## src/rtl/regfile_wb_arbiter.sv

```systemverilog
// Writeback arbiter for the register file: round-robin between the integer and FPU
// result paths, plus a scoreboard of pending FPU destinations that drives decode stall.
module regfile_wb_arbiter #(
    parameter int V = 32
) (
    input  logic         clk,
    input  logic         rst,
    input  logic         int_valid,
    output logic         int_ready,
    input  logic [4:0]   int_rd,
    input  logic [V-1:0] int_data,
    input  logic         fp_valid,
    output logic         fp_ready,
    input  logic [4:0]   fp_rd,
    input  logic [V-1:0] fp_data,
    input  logic         issue_valid,
    input  logic [4:0]   issue_rd,
    input  logic [4:0]   rs1,
    input  logic [4:0]   rs2,
    output logic         stall,
    output logic         Reg_write,
    output logic [4:0]   wr_adder,
    output logic [V-1:0] wr_data,
    output logic [31:0]  busy_vec,
    output logic         waw_err
);

    // last_fp: FPU won the most recent contested cycle, so integer has priority next
    logic        last_fp;
    logic        int_hs, fp_hs, contested;
    logic [31:0] busy_nxt;

    assign int_ready = !rst && int_valid && (!fp_valid || last_fp);
    assign fp_ready  = !rst && fp_valid && (!int_valid || !last_fp);
    assign int_hs    = int_valid && int_ready;
    assign fp_hs     = fp_valid && fp_ready;
    assign contested = !rst && int_valid && fp_valid;

    assign stall = (rs1 != 5'd0 && busy_vec[rs1]) ||
                   (rs2 != 5'd0 && busy_vec[rs2]) ||
                   (issue_valid && issue_rd != 5'd0 && busy_vec[issue_rd]);

    // Clear first so an issue to the same index in the same cycle keeps it busy
    always_comb begin
        busy_nxt = busy_vec;
        if (fp_hs)
            busy_nxt[fp_rd] = 1'b0;
        if (issue_valid && issue_rd != 5'd0)
            busy_nxt[issue_rd] = 1'b1;
    end

    always_ff @(posedge clk or posedge rst) begin
        if (rst) begin
            Reg_write <= 1'b0;
            wr_adder  <= '0;
            wr_data   <= '0;
            busy_vec  <= '0;
            waw_err   <= 1'b0;
            last_fp   <= 1'b1;
        end else begin
            busy_vec <= busy_nxt;
            if (contested)
                last_fp <= fp_hs;
            if (int_hs) begin
                Reg_write <= (int_rd != 5'd0);
                wr_adder  <= int_rd;
                wr_data   <= int_data;
            end else if (fp_hs) begin
                Reg_write <= (fp_rd != 5'd0);
                wr_adder  <= fp_rd;
                wr_data   <= fp_data;
            end else begin
                Reg_write <= 1'b0;
            end
            if (int_hs && int_rd != 5'd0 && busy_vec[int_rd])
                waw_err <= 1'b1;
        end
    end

endmodule

```

## config.mk

```make
export PLATFORM = sky130hd
export DESIGN_NAME = regfile_wb_arbiter
export DESIGN_NICKNAME = d
export VERILOG_FILES = /design/src/rtl/regfile_wb_arbiter.sv
export SDC_FILE = /design/constraint.sdc
export NUM_CORES = 1
export LEC_CHECK = 0
export ABC_AREA = 1
export CORE_AREA = 10 10 124 98
export CTS_CLUSTER_DIAMETER = 120
export DETAILED_ROUTE_END_ITERATION = 7
export DIE_AREA = 0 0 134 108
export PLACE_DENSITY_LB_ADDON = 0.2
export SLEW_MARGIN = 20
export SYNTH_ARGS = -nofsm -noshare
export SYNTH_HDL_FRONTEND = slang
export SYNTH_SLANG_ARGS = --single-unit
```

## constraint.sdc

```tcl
create_clock -name clk -period 5 [get_ports clk]
set_clock_uncertainty 0.05 [all_clocks]
set_input_delay 1 -clock clk [delete_from_list [all_inputs] [get_ports clk]]
set_output_delay 1 -clock clk [all_outputs]
set_load 0.005 [all_outputs]
```

==> run_results.csv <==
group,metric,value,unit
critical_path,r2r_start,"last_fp",
place,numPlacedInstances,968,
critical_path,crit_path_end_kind,"output port",
detailed_routing,viasPerCell,5.50,
place,place_area,0.00631,mm^2
grt,grt_usage,24.4,%
layout,fillers,888,
floorplan,io_pins,168,
timing,slew_headroom,39.2,%
cts,path_clk_slew,0.06,ns
timing,slew_violations,0,
cts,clkSinkCount,72,
yosys,synth_nets,784,
cts,cts_resized,0,
place,hpwl,13900,um
critical_path,cp_max_fo,10,
critical_path,timing.rr.end,"wr_data[28]",
power,total_power,2600,uW
timing,fin_crit,4.23,ns
grt,grt_max_degree,73,
floorplan,core_area,0.00989,mm^2
yosys,synthCells,690,
place,io_buffers,167,
layout,final_area,0.00661,mm^2
critical_path,path_delay_family,"buffers and inverters",
critical_path,crit_path_frequent_cell,"nand2_1",
min_path,min_from,"waw_err",
yosys,synth.avg_cell_area,6.73,um^2
layout,instances_no_fill,984,
cts,cts_setup_buffers,0,
critical_path,crit_required,3.95,ns
place,gp_congestion,1.03,
cts,cts-hold-fix-buffers,0,
critical_path,max_stage_delay,0.66,ns
critical_path,ff2ff_path_depth,9,
power,cellLeakagePower,0.00294,uW
cts,clock_path_buffers,2,
detailed_routing,drtAntennaViolNets,0,
detailed_routing,drt_iter0_drc,673,
detailed_routing,vias,5414,
detailed_routing,wire_per_inst,18.7,um
yosys,ys_types,29,
flow_run,max_cap_viol_count,0,
layout,diodes,0,
layout,nets,937,
layout,area_growth,42.4,%
cts,cts_root_buffer,"clkbuf_16",
run_status,status,"finished clean",
min_path,min_to,"waw_err",
power,irDropWorstVdd,0.251,mV
power,power_density,393,mW/mm^2
detailed_routing,wl,18400,um
floorplan,chipHeight,108,um
detailed_routing,dr.pass1.iters,5,
cts,h-tree-depth,3,
cts,cts_made_buffers,9,
min_path,hold_path_class,"register to register",
yosys,yosysSeqAreaShare,38.8,%
floorplan,die_x,134,um
yosys,yosys_warnings,0,
layout,fin_util,66.8,%
grt,grt_pass1_vias,5098,
critical_path,crit_chain,"clkdlybuf4s50_1, clkinv_1, nor2_1, nand2_1, nand2_1, nand2_1, nand2_1, inv_1, nand2_1, nand2_1, nand2_1, inv_1, nand3_1, clkdlybuf4s50_1",
detailed_routing,remaining_drc_errors,0,
grt,grt_pass1_wl,28000,um
layout,drive_gt1_share,4.36,%
floorplan,start_util,46.9,%
timing,setup_viol,0,
floorplan,die-area,0.0145,mm^2
timing,fmax,0.236,GHz
yosys,synth_area,0.00464,mm^2
timing,period_share,84.6,%
timing,tightest_slew,0.913,ns
critical_path,r2r_slack,2.77,ns
min_path,hold_depth,2,
grt,grt_overflow,0,
critical_path,crit_buf_inv,5,
critical_path,critPathKind,"primary input to output port",
floorplan,placementRows,32,
timing,hold_viol_final,0,
yosys,synth-seq-cells,72,
cts,clock_latency,0.34,ns
critical_path,cp_slowest_cell,"clkdlybuf4s50_1",
grt,antenna_found_initial,0,
timing,rsz0062_at_grt,"false",
critical_path,worstPathArrival,3.18,ns
critical_path,crit_path_start_kind,"primary input",
cts,cts_tree,"done",
timing,setup_tns,0,ns
-- where the power goes --
| group | internal (uW) | leakage, uW | switching, uW |
|---|---|---|---|
| sequential | 758 | 0.000813 | 194 |
| combinational | 522 | 0.00198 | 490 |
| clock | 351 | 0.000146 | 280 |
| total | 1630 | 0.00294 | 964 |
-- area by class of cell --
type | instances | area [um^2] | share of cell area, %
timing repair buffer | 172 | 1710 | 25.9
multi-input combinational | 512 | 2340 | 35.5
tap | 136 | 170 | 2.57
sequential | 72 | 1800 | 27.3
inverter | 76 | 288 | 4.35
clock inverter | 7 | 71.3 | 1.08
clock buffer | 9 | 225 | 3.41
-- cell usage after synthesis (all sizes together) --
master,count,area share [%]
a21oi,14,1.8
a31oi,38,5.1
buf,30,4.5
clkinv,2,0.16
dfrtp,71,38
dfstp,1,0.57
inv,74,6.0
nand2,225,18
nand3,78,8.4
nand3b,1,0.16
nand4,4,0.54
nor2,54,4.6
nor3,12,1.3
o211ai,10,1.6
o21ai,70,7.6
o22ai,2,0.27
o31ai,2,0.32
o32ai,1,0.19
xor2,1,0.19
-- logic make-up (layout without fill, tap and decap cells) --
| family | after synthesis | count (layout) | synth area share, % |
|---|---|---|---|
| buffers and inverters | 106 | 264 | 10.7 |
| AOI/OAI and AO/OA | 137 | 137 | 16.9 |
| DFF | 72 | 72 | 38.8 |
| xor gates and xnor gates | 1 | 1 | 0.189 |
| and+or+nand+nor | 374 | 374 | 33.4 |
-- metal layers --
| metal | vias up | GRT usage (%) | share of wire [%] |
|---|---|---|---|
| li1 | 2583 | - | - |
| met1 | 2489 | 32.6 | 40 |
| met2 | 314 | 38.5 | 47 |
| met3 | 28 | 5.51 | 11 |
| met4 | 0 | 8.14 | 1.8 |
| met5 | - | 0 | 0 |
-- cell usage in the layout (no fill, tap or decap), drive strengths merged, types with 12 or more instances in the layout --
cell type,instances
nand3,78
dfrtp,71
nor2,54
a21oi,14
o21ai,70
nor3,12
nand2,225
clkdlybuf4s50,167
a31oi,38
inv,79
-- worst register-to-register path, cell delays in order (launching register included) --
cell and delay, ns:
dfstp_2 0.56, inv_1 0.07, nand2_1 0.05, nand2_1 0.08
inv_2 0.06, buf_4 0.35, nor2_2 0.13, inv_4 0.49
nor2_1 0.13, a31oi_1 0.18
-- state kept, by name, indices dropped and copies added, names as in the netlist --
name / count
wr_adder: 5
waw_err: 1
busy_vec: 32
last_fp: 1
Reg_write: 1
wr_data: 32
-- stage by stage --
step / hold WS (ns) / setup slack, ns
finish: 0.437 / 0.768
global route: 0.461 / 0.595
CTS: 0.443 / 0.754
detailed placement: 0.408 / 0.765
global placement: 0.418 / 0.778
floorplan: 0.407 / 1.63
-- worst max-delay path by stage --
stage	end	cells past startpoint	start	slack, ns
final	stall	14	rs2[1]	0.77
after global routing	stall	14	rs2[1]	0.59
after CTS	stall	14	rs2[1]	0.75
after detailed placement	stall	14	rs2[1]	0.77
after global placement	stall	14	rs2[1]	0.78
after floorplan	fp_ready	3	rst	1.63
(Power assumes the default switching activity.)
